[src/rtl/bitblaster_pkg.sv]
// Shared definitions for the BitBlaster 10-bit processor: ALU function codes,
// instruction prefixes, controller step encoding and decode helpers.
package bitblaster_pkg;

  localparam int BB_DATA_W = 10;
  localparam int BB_NREGS  = 4;

  localparam logic [3:0] FN_LOAD = 4'b0000;
  localparam logic [3:0] FN_COPY = 4'b0001;
  localparam logic [3:0] FN_ADD  = 4'b0010;
  localparam logic [3:0] FN_SUB  = 4'b0011;
  localparam logic [3:0] FN_INV  = 4'b0100;
  localparam logic [3:0] FN_FLIP = 4'b0101;
  localparam logic [3:0] FN_AND  = 4'b0110;
  localparam logic [3:0] FN_OR   = 4'b0111;
  localparam logic [3:0] FN_XOR  = 4'b1000;
  localparam logic [3:0] FN_LSL  = 4'b1001;
  localparam logic [3:0] FN_LSR  = 4'b1010;
  localparam logic [3:0] FN_ASR  = 4'b1011;
  localparam logic [3:0] FN_ADDI = 4'b1100;
  localparam logic [3:0] FN_SUBI = 4'b1101;

  localparam logic [1:0] PFX_REG     = 2'b00;
  localparam logic [1:0] PFX_ILLEGAL = 2'b01;
  localparam logic [1:0] PFX_ADDI    = 2'b10;
  localparam logic [1:0] PFX_SUBI    = 2'b11;

  typedef enum logic [1:0] {T0, T1, T2, T3} t_step;

  // Instruction classes that share an identical step sequence.
  typedef enum logic [2:0] {
    K_LD, K_CP, K_INV, K_FLP, K_ALU, K_IMM, K_ILL
  } t_kind;

  function automatic t_kind decode_kind(input logic [9:0] ir);
    t_kind k;
    k = K_ILL;
    case (ir[9:8])
      PFX_ADDI, PFX_SUBI: k = K_IMM;
      PFX_ILLEGAL:        k = K_ILL;
      default: begin
        case (ir[3:0])
          FN_LOAD: k = K_LD;
          FN_COPY: k = K_CP;
          FN_INV:  k = K_INV;
          FN_FLIP: k = K_FLP;
          FN_ADD, FN_SUB, FN_AND, FN_OR,
          FN_XOR, FN_LSL, FN_LSR, FN_ASR: k = K_ALU;
          default: k = K_ILL;
        endcase
      end
    endcase
    return k;
  endfunction

  function automatic logic [3:0] decode_fn(input logic [9:0] ir);
    logic [3:0] fn;
    case (ir[9:8])
      PFX_REG:  fn = ir[3:0];
      PFX_ADDI: fn = FN_ADDI;
      PFX_SUBI: fn = FN_SUBI;
      default:  fn = 4'b0000;
    endcase
    return fn;
  endfunction

  function automatic t_step last_step(input t_kind k);
    t_step s;
    case (k)
      K_INV:                 s = T2;
      K_FLP, K_ALU, K_IMM:   s = T3;
      default:               s = T1;
    endcase
    return s;
  endfunction

endpackage

[src/rtl/dec2to4.sv]
// 2-bit register index to 4-bit one-hot select, all zero when disabled.
module dec2to4 (
  input  logic       en,
  input  logic [1:0] idx,
  output logic [3:0] onehot
);

  always_comb begin
    onehot = 4'b0000;
    if (en) onehot[idx] = 1'b1;
  end

endmodule

[src/rtl/alu_controller.sv]
// BitBlaster control sequencer: latches an instruction on Exec and steps
// through T1..T3 issuing register, bus and ALU controls (Moore outputs).
module alu_controller
  import bitblaster_pkg::*;
#(
  parameter int DATA_W = BB_DATA_W,
  parameter int NREGS  = BB_NREGS
) (
  input  logic              CLKb,
  input  logic              Rstb,
  input  logic              Exec,
  input  logic [DATA_W-1:0] INST,
  output logic              IRin,
  output logic [NREGS-1:0]  Rin,
  output logic [NREGS-1:0]  Rout,
  output logic              ENW,
  output logic              IMMout,
  output logic [DATA_W-1:0] IMM,
  output logic              Ain,
  output logic              Gin,
  output logic              Gout,
  output logic [3:0]        FN,
  output logic              Done
);

  t_step             state;
  logic [DATA_W-1:0] ir;
  t_kind             kind;
  t_step             final_step;
  logic [3:0]        fn_dec;
  logic [1:0]        x_idx;
  logic [1:0]        y_idx;
  logic [1:0]        rout_idx;
  logic              rin_en;
  logic              rout_en;

  assign kind       = decode_kind(ir);
  assign final_step = last_step(kind);
  assign fn_dec     = decode_fn(ir);
  assign x_idx      = ir[7:6];
  assign y_idx      = ir[5:4];

  // Step sequencer: Exec only matters in T0; the final step always returns to T0.
  always_ff @(negedge CLKb or negedge Rstb) begin
    if (!Rstb) begin
      state <= T0;
      ir    <= '0;
    end else begin
      case (state)
        T0: begin
          if (Exec) begin
            ir    <= INST;
            state <= T1;
          end
        end
        T1:      state <= (final_step == T1) ? T0 : T2;
        T2:      state <= (final_step == T2) ? T0 : T3;
        default: state <= T0;
      endcase
    end
  end

  always_comb begin
    rin_en   = 1'b0;
    rout_en  = 1'b0;
    rout_idx = y_idx;
    ENW      = 1'b0;
    IMMout   = 1'b0;
    Ain      = 1'b0;
    Gin      = 1'b0;
    Gout     = 1'b0;
    Done     = 1'b0;
    if (state != T0 && state == final_step) begin
      Done   = 1'b1;
      rin_en = (kind != K_ILL);
    end
    case (kind)
      K_LD: begin
        if (state == T1) ENW = 1'b1;
      end
      K_CP: begin
        if (state == T1) rout_en = 1'b1;
      end
      K_INV: begin
        if (state == T1) begin
          rout_en = 1'b1;
          Gin     = 1'b1;
        end
        if (state == T2) Gout = 1'b1;
      end
      K_FLP: begin
        if (state == T1) begin
          rout_en = 1'b1;
          Ain     = 1'b1;
        end
        if (state == T2) Gin = 1'b1;
        if (state == T3) Gout = 1'b1;
      end
      K_ALU, K_IMM: begin
        // First operand is the destination register; second is Y or the immediate.
        if (state == T1) begin
          rout_en  = 1'b1;
          rout_idx = x_idx;
          Ain      = 1'b1;
        end
        if (state == T2) begin
          Gin = 1'b1;
          if (kind == K_ALU) rout_en = 1'b1;
          else               IMMout  = 1'b1;
        end
        if (state == T3) Gout = 1'b1;
      end
      default: ;
    endcase
  end

  dec2to4 u_rin_dec (
    .en     (rin_en),
    .idx    (x_idx),
    .onehot (Rin)
  );

  dec2to4 u_rout_dec (
    .en     (rout_en),
    .idx    (rout_idx),
    .onehot (Rout)
  );

  assign IRin = (state == T0) && Exec && Rstb;
  assign FN   = (state == T0) ? 4'b0000 : fn_dec;
  assign IMM  = {{(DATA_W-6){1'b0}}, ir[5:0]};

endmodule

[config.mk]
export PLATFORM = sky130hd
export DESIGN_NAME = alu_controller
export DESIGN_NICKNAME = d
export VERILOG_FILES = /design/src/rtl/bitblaster_pkg.sv /design/src/rtl/dec2to4.sv /design/src/rtl/alu_controller.sv
export SDC_FILE = /design/constraint.sdc
export NUM_CORES = 1
export LEC_CHECK = 0
export ABC_AREA = 1
export BUFFER_PORTS_ARGS = -buffer_cell sky130_fd_sc_hd__buf_2
export CAP_MARGIN = 40
export CORE_MARGIN = 4
export CORE_UTILIZATION = 46
export CTS_BUF_LIST = sky130_fd_sc_hd__clkbuf_16
export DETAILED_ROUTE_END_ITERATION = 6
export GPL_TIMING_DRIVEN = 0
export PLACE_DENSITY = 0.81
export RECOVER_POWER = 50
export SLEW_MARGIN = 15
export SYNTH_ARGS = -nofsm -noshare
export SYNTH_HDL_FRONTEND = slang
export SYNTH_SLANG_ARGS = --single-unit
[constraint.sdc]
create_clock -name CLKb -period 1.6 [get_ports CLKb]
set_input_delay 0.24 -clock CLKb [delete_from_list [all_inputs] [get_ports CLKb]]
set_output_delay 0.24 -clock CLKb [all_outputs]
set_load 0.01 [all_outputs]
Yosys cells after proc, flatten, opt, wreduce, memory -nomap -nowiden
Memory sizes are Yosys's and may differ from the RTL's.
Index checks and enable logic that the tools add are counted.
- register bits: 12
- memory bits (read-only): 48
- bits of input ports: 13
- logic and storage cells: 68
- memories kept: 1
- memories (memory ; words ; bits a word ; rd ports ; clocked after Yosys merged registers in ; wr ports ; line ; source):
    (no name shown) ; 16 ; 3 ; 1 ; 0 ; 0 ; bitblaster_pkg.sv:42 ; case (ir[3:0])
- order comparisons: 4
- equality and inequality tests: 16
- mux-type cells: 31
- reductions and logical operators: 14
- operator list (operator ; count):
    1-bit 2-to-1 mux ; 14
    4-bit 2-to-1 mux ; 3
    4-bit case mux with 3 select lines ; 1
    2-bit == test, second input constant ; 5
    2-bit 2-to-1 mux ; 5
    2-bit by 1-bit == test with 1-bit output, second input constant ; 3
    3-bit by 2-bit == test with 1-bit output, second input constant ; 2
    3-bit == test, second input constant ; 2
    2-bit by 3-bit less-than comparator with 1-bit output, second input constant ; 2
    1-bit case mux with 2 select lines ; 3
    2-bit case mux with 3 select lines ; 1
    3-bit case mux with 2 select lines ; 1
    3-bit OR reduction ; 2
    1-bit logical AND ; 5
    1-bit demux with 2-bit select ; 2
    2-bit by 1-bit greater-or-equal comparator with 1-bit output, second input constant ; 2
    2-bit zero test ; 2
    2-bit case mux with 2 select lines ; 1
    2-bit OR reduction ; 2
    3-bit by 1-bit == test with 1-bit output, second input constant ; 1
    3-bit zero test ; 1
    3-bit inequality test, second input constant ; 1
    2-bit == test ; 1
    2-bit inequality test, second input constant ; 1
    other kinds (2) ; 2

Logic depth before layout (Yosys ltp)
Gate-level depths: netlist (run 1).
- word-level depth: 11
- gate-level depth with buffers: 10
- gate-level depth less buffers: 10

Modules after synthesis
A second synthesis (run 1) with hierarchy kept.
- cells, all modules: 131
- area, all modules: 932.1 µm²
- by module, submodules not included (module ; instances ; cells each ; area each (µm²) ; sequential area each (µm²)):
    alu_controller ; 1 ; 115 ; 872.1 ; 300.3
    dec2to4 ; 2 ; 8 ; 30.0 ; 0.0

==> results.py, run 1 <==
metrics = {
    "clock_tree": {
        "cts_htree_levels": 1,
        "clk_pin_slew_ps": 40,
        "clkSinkCount": 12,
        "cts_tree": "done",
        "clk_path_buf_depth": 2,
        "clock_tree.root_cell": "clkbuf_16",
        "cts_buffers": 3,
        "insertion_delay_ps": 270,
        "hold_buffers": 0,
    },
    "global_route": {
        "globalRouteOverflowTotal": 0,
        "antenna_found_initial": 1,
        "grt_usage_pct": 25.5,
        "grt_first_pass_wirelength_um": 5240,
        "grt_start_max_net_pins": 14,
        "grt_pass1_vias": 1223,
    },
    "timing": {
        "report.final.slew_viol_count": 0,
        "tns_ps": -26060,
        "slew_headroom_pct": 53.0,
        "skew_ps": 5.85,
        "hold_viol_final": 0,
        "setup_violations": 27,
        "whs_ps": 564,
        "rsz0062_at_grt": "yes",
        "worst_slack_ps": -1460,
        "worst_pin_slew_ps": 706,
    },
    "die": {
        "start_util_pct": 50.6,
        "num_rows": 15,
        "die_area_um2": 2760,
        "die_x_um": 52.5,
        "io_pins": 42,
        "coreArea_um2": 1800,
        "dieHeight_um": 52.5,
    },
    "cells_and_area": {
        "area_growth_pct": 89.8,
        "nets": 223,
        "drive_gt1_share_pct": 63.2,
    },
    "setup_path": {
        "rr_endpoint": "state[1]",
        "required_ps": 1360,
        "r2r-start": "ir[3]",
        "cp-start-kind": "flop",
        "endpoint_kind": "output port",
        "rrSetupSlack_ps": -110,
        "crit_type": "reg -> out",
        "reg2reg_depth": 10,
        "crit_fanout": 5,
        "cp.arrival_ps": 2820,
    },
    "yosys": {
        "synth.top_cell.area_share_pct": 33.0,
        "ys_types": 21,
        "ys_seq_area_share_pct": 33.0,
        "synth-warning-count": 0,
        "ys_ff_latch": 12,
        "avgSynthCellArea_um2": 6.37,
        "async_reset_ff_share_pct": 100,
        "synth.area.top_cells": "dfrtn_1 33%, nor2_1 14%, nand2_1 11%",
        "ys.flop_type": "dfrtn_1",
        "syn_inst": 143,
        "synth_edf_count": 0,
        "yosys.area.top_type": "dfrtn_1",
        "synth_area_um2": 911,
    },
    "place": {
        "portBuffers": 37,
        "post-place-ws_ps": -1030,
        "globalplace.congestion": 0.825,
        "dp_hpwl_um": 1950,
    },
    "routing": {
        "drt_iter0_drc": 91,
        "wire_per_inst_um": 20.8,
        "top_layer_used": "met4",
        "wl_met3_um": 583,
        "drc": 0,
        "route.met2.wl_um": 2400,
        "vias": 1350,
        "met1Wirelength_um": 1640,
        "drt-total-wl_um": 4890,
        "ant_nets": 0,
        "viasPerCell": 5.74,
        "first_pass_iters": 5,
    },
    "power_and_ir_drop": {
        "p_leak_nw": 0.902,
        "p_per_area_nw_per_um2": 2450,
        "swShare_pct": 50.5,
        "p_sw_w": 0.00214,
        "comb_power_share_pct": 72.9,
        "power_frac_seq_pct": 16.0,
        "power.internal_w": 0.00210,
        "p_clk_share_pct": 11.2,
        "irDropWorstVdd_v": 0.00212,
    },
    "job": {
        "cap_violations": 0,
    },
    "run_status": {
        "violations": "setup timing",
        "status": "finished with violations",
    },
    "hold_path": {
        "holdPathEnd": "ir[5]",
        "min_path_cells": 2,
        "hp-class": "reg -> reg",
        "min_from": "ir[5]",
    },
}
## worst max-delay path: stages (launching register included)
cell and delay (ps):
dfrtn_1 560, nor2_4 100, nand2_4 120, nand4_1 230, nand2_1 180, o21ai_2 100, inv_1 120, nand2_1 90
nor2_2 90, buf_2 140
## synthesized netlist by cell type, types with 2 or more instances
cell type  instances
nand2_1           26
dfrtn_1           12
a21oi_2            2
nand4_1            2
nand3_2            3
nand2_2            3
buf_4             10
o21ai_1            2
nor2_2             2
inv_2              3
clkbuf_1           2
inv_1             19
a21oi_1           14
nand3_1            3
nor2_1            34
## registers in the layout, indices dropped and copies added (netlist names)
| name | flops |
|---|---|
| state | 2 |
| ir | 10 |
## area by class of cell
type | instances | area, µm²
tap | 25 | 31.3
buffer | 10 | 90.1
antenna | 1 | 2.50
multi-input combinational | 100 | 682
sequential | 12 | 300
clock buffer | 3 | 75.1
fill | 44 | 72.6
clock inverter | 1 | 3.75
timing repair buffer | 61 | 462
inverter | 22 | 82.6
## placed cells by master (no fill, tap or decap), types with 3 or more instances in the layout
| cell | n |
|---|---|
| buf_6 | 23 |
| a21oi_2 | 3 |
| inv_1 | 12 |
| nand2_1 | 16 |
| clkbuf_16 | 3 |
| buf_2 | 27 |
| a21oi_4 | 3 |
| nor2_2 | 13 |
| nand3_4 | 3 |
| nor2_4 | 6 |
| nor2_1 | 17 |
| nand2_2 | 7 |
| inv_2 | 10 |
| conb_1 | 4 |
| nand2_4 | 6 |
| buf_4 | 18 |
| dfrtn_1 | 12 |
| o21ai_2 | 3 |
| a21oi_1 | 10 |
## power groups by stage
stage | clock network (W) | logic, W | registers [W]
after floorplan | 0 | 0.00121 | 0.000594
after global placement | 0 | 0.00159 | 0.000622
after detailed placement | 0 | 0.00165 | 0.000633
after CTS | 0.000458 | 0.00225 | 0.000601
after global routing | 0.000490 | 0.00323 | 0.000689
final | 0.000474 | 0.00309 | 0.000678
## routing by layer
layer	up-vias	track usage, %
met5	-	0
met4	0	12.8
met3	32	1.99
met2	142	48.1
met1	607	27.8
li1	569	-
## logic make-up (layout without fill, tap and decap cells)
| logic type | after synthesis | after routing | share of synthesized area (%) |
|---|---|---|---|
| compound gates | 20 | 20 | 12.0 |
| buf+inv | 34 | 97 | 18.1 |
| flops | 12 | 12 | 33.0 |
| other cells | 1 | 5 | 0.412 |
| simple gates | 76 | 76 | 36.5 |
## how the worst max path moves through the flow
stage | startpoint | endpoint | slack, ps | depth (start not counted)
6_report | ir[1] | Rout[3] | -1460 | 9
5_1_grt | ir[9] | Rout[3] | -1520 | 9
4_1_cts | ir[9] | Rout[1] | -1230 | 9
3_5_place_dp | state[0] | Rout[1] | -1030 | 9
3_3_place_gp | state[0] | Rout[2] | -960 | 9
2_1_floorplan | ir[8] | Rin[0] | -760 | 8
## metrics by stage
stage	instance area, µm²	std cells	utilization, %	power, W
after floorplan	971	146	-	0.00181
after global placement	1190	208	65.9	0.00221
after detailed placement	1190	208	65.9	0.00229
after CTS	1490	225	82.8	0.00331
after global routing	1730	235	96.0	0.00441
final	1730	235	96.0	0.00425
## what timing repair did
item	in CTS	in global routing
resized for setup	30	43
gates cloned	0	0
pin swaps	14	21
buffers inserted	20	11
hold endpoints to repair	0	0
endpoints found under the setup margin	25	25
Power figures use the tool's default switching activity.
==> inputs of run 2 (changes only) <==
- PLACE_DENSITY: 0.81 -> 0.8
- SYNTH_HIERARCHICAL: default -> 1
==> results.py, run 2 <==
metrics = {
    "routing": {
        "drt-total-wl_um": 4920,
        "first_pass_iters": 4,
        "drc": 0,
        "vias": 1336,
        "drt_iter0_drc": 69,
        "wire_per_inst_um": 21.3,
        "ant_nets": 0,
        "viasPerCell": 5.78,
    },
    "yosys": {
        "synth-warning-count": 6,
        "async_reset_ff_share_pct": 100,
        "synth.top_cell.area_share_pct": 32.2,
        "synth.area.mux_share_pct": 4.83,
        "avgSynthCellArea_um2": 7.12,
        "synth_top_family_by_area": "simple AND/OR/NAND/NOR gates",
        "yosys.area.top_type": "dfrtn_1",
        "synth_edf_count": 0,
        "ys.flop_type": "dfrtn_1",
        "yosys-top-cells-count": "25 x nor2_1, 24 x nand2_1, 17 x inv_1",
        "synth_compound_area_share_pct": 8.32,
        "synth.area.top_cells": "dfrtn_1 32%, nor2_1 10%, nand2_1 9.7%",
        "yosysMostFrequentCell": "nor2_1",
        "ys_seq_area_share_pct": 32.2,
        "synth-simple-area-share_pct": 37.3,
        "synthAdderAreaFrac_pct": 0,
        "syn_inst": 131,
        "ys_ff_latch": 12,
        "ys_types": 26,
        "synth_area_um2": 932,
        "synth_xor_area_share_pct": 0,
    },
    "place": {
        "placed_cell_area_um2": 1200,
        "dp_hpwl_um": 1820,
        "globalplace.congestion": 0.847,
        "post-place-ws_ps": -1130,
        "portBuffers": 37,
    },
    "timing": {
        "whs_ps": 545,
        "rsz0062_at_grt": "yes",
        "hold_viol_final": 0,
        "setup_violations": 30,
        "worst_slack_ps": -1590,
        "slew_headroom_pct": 50.0,
        "report.final.slew_viol_count": 0,
        "tns_ps": -27320,
        "skew_ps": 4.24,
        "worst_pin_slew_ps": 750,
    },
    "setup_path": {
        "crit_type": "reg -> out",
        "cp-start-kind": "flop",
        "endpoint_kind": "output port",
        "required_ps": 1360,
        "crit_fanout": 4,
        "cp.arrival_ps": 2950,
    },
    "cells_and_area": {
        "regMostFlops": "ir",
        "layout_common_cells": "28 x buf_2, 26 x buf_4, 21 x buf_6",
        "nets": 219,
        "fillers": 61,
        "area_growth_pct": 96.1,
        "ff_latch_area_um2": 300,
        "drive_gt1_share_pct": 72.5,
        "diodes": 0,
        "largest_reg_flops": 10,
        "multi_input_area_um2": 723,
        "post-route-util_pct": 94.1,
        "layout_commonest_cell": "buf_2",
        "reg_top3": "ir: 10 flops, state: 2 flops",
        "final_cell_area_um2": 1830,
    },
    "global_route": {
        "grt_usage_pct": 27.9,
        "grt_start_max_net_pins": 18,
        "grt_first_pass_wirelength_um": 5570,
        "grt_pass1_vias": 1134,
        "globalRouteOverflowTotal": 0,
        "antenna_found_initial": 0,
    },
    "die": {
        "die_area_um2": 2810,
        "coreArea_um2": 1940,
        "die_x_um": 53.0,
        "num_rows": 16,
        "io_pins": 42,
        "dieHeight_um": 53.0,
        "start_util_pct": 48.0,
    },
    "power_and_ir_drop": {
        "p_per_area_nw_per_um2": 2590,
        "irDropWorstVdd_v": 0.00200,
        "p_leak_nw": 0.915,
    },
    "clock_tree": {
        "clkSinkCount": 12,
        "clock_tree.root_cell": "clkbuf_16",
        "insertion_delay_ps": 280,
        "cts_htree_levels": 1,
        "cts_buffers": 3,
        "cts_tree": "done",
        "clk_path_buf_depth": 2,
        "hold_buffers": 0,
        "clk_pin_slew_ps": 40,
    },
    "run_status": {
        "violations": "setup timing",
        "status": "finished with violations",
    },
    "job": {
        "cap_violations": 0,
    },
    "hold_path": {
        "hp-class": "reg -> reg",
    },
}
-- run 2: path summary, 6_finish.rpt --
check | startpoint | depth (start not counted) | to | slack (ps)
hold reg to reg | ir[5] | 1 | ir[5] | 540
min in group asynchronous | Rstb | 1 | ir[8] | 690
setup reg to reg | ir[2] | 10 | state[1] | -40
hold / removal | ir[5] | 1 | ir[5] | 540
setup / recovery | ir[8] | 9 | Rin[1] | -1590
max in group asynchronous | Rstb | 1 | state[0] | 410
-- run 2: layout make-up --
type / instances / area share, %
well taps: 27 / 1.85
inverters: 20 / 4.38
repair buffers: 71 / 30.2
multi-input cells: 91 / 39.6
plain buffers: 7 / 3.49
clock buffers: 3 / 4.11
flip-flops and latches: 12 / 16.4
-- run 2: metrics by stage --
step	power (W)	cells
global route	0.00490	231
CTS	0.00375	221
detailed placement	0.00236	198
finish	0.00473	231
global placement	0.00229	198
floorplan	0.00188	134
-- run 2: where the power goes --
| group | leakage [nW] | switching (W) | internal [W] |
|---|---|---|---|
| Combinational | 0.741 | 0.00193 | 0.00162 |
| Sequential | 0.137 | 0.000250 | 0.000466 |
| Clock | 0.0370 | 0.000134 | 0.000326 |
-- run 2: logic make-up after synthesis --
group                  after synthesis
buffers and inverters               31
muxes                                4
DFF                                 12
and+or+nand+nor                     69
other                                1
AOI/OAI and AO/OA                   14
-- run 2: what timing repair did --
action	4_1_cts	5_1_grt
pin swaps	12	12
setup endpoints to repair	25	30
setup buffers	23	13
resized for setup	46	39
-- run 2: critical path: stages (launching register included) --
cell and delay (ps):
dfrtn_1 570, nor2_4 110, a21oi_4 240, nand4_1 190, nand2_1 180, nand3_4 100, nor2_4 130, nand2_2 80
nor2_2 110, buf_2 160
-- run 2: per-layer routing --
metal  wire length [µm]  up-vias  part of all wire, %  global-route usage (%)
li1                   -      545                    -                       -
met1               1730      648                   35                    32.2
met2               2370      108                   48                    48.6
met3                476       35                  9.7                    3.94
met4                351        0                  7.1                    15.7
met5                  0        -                    0                       0
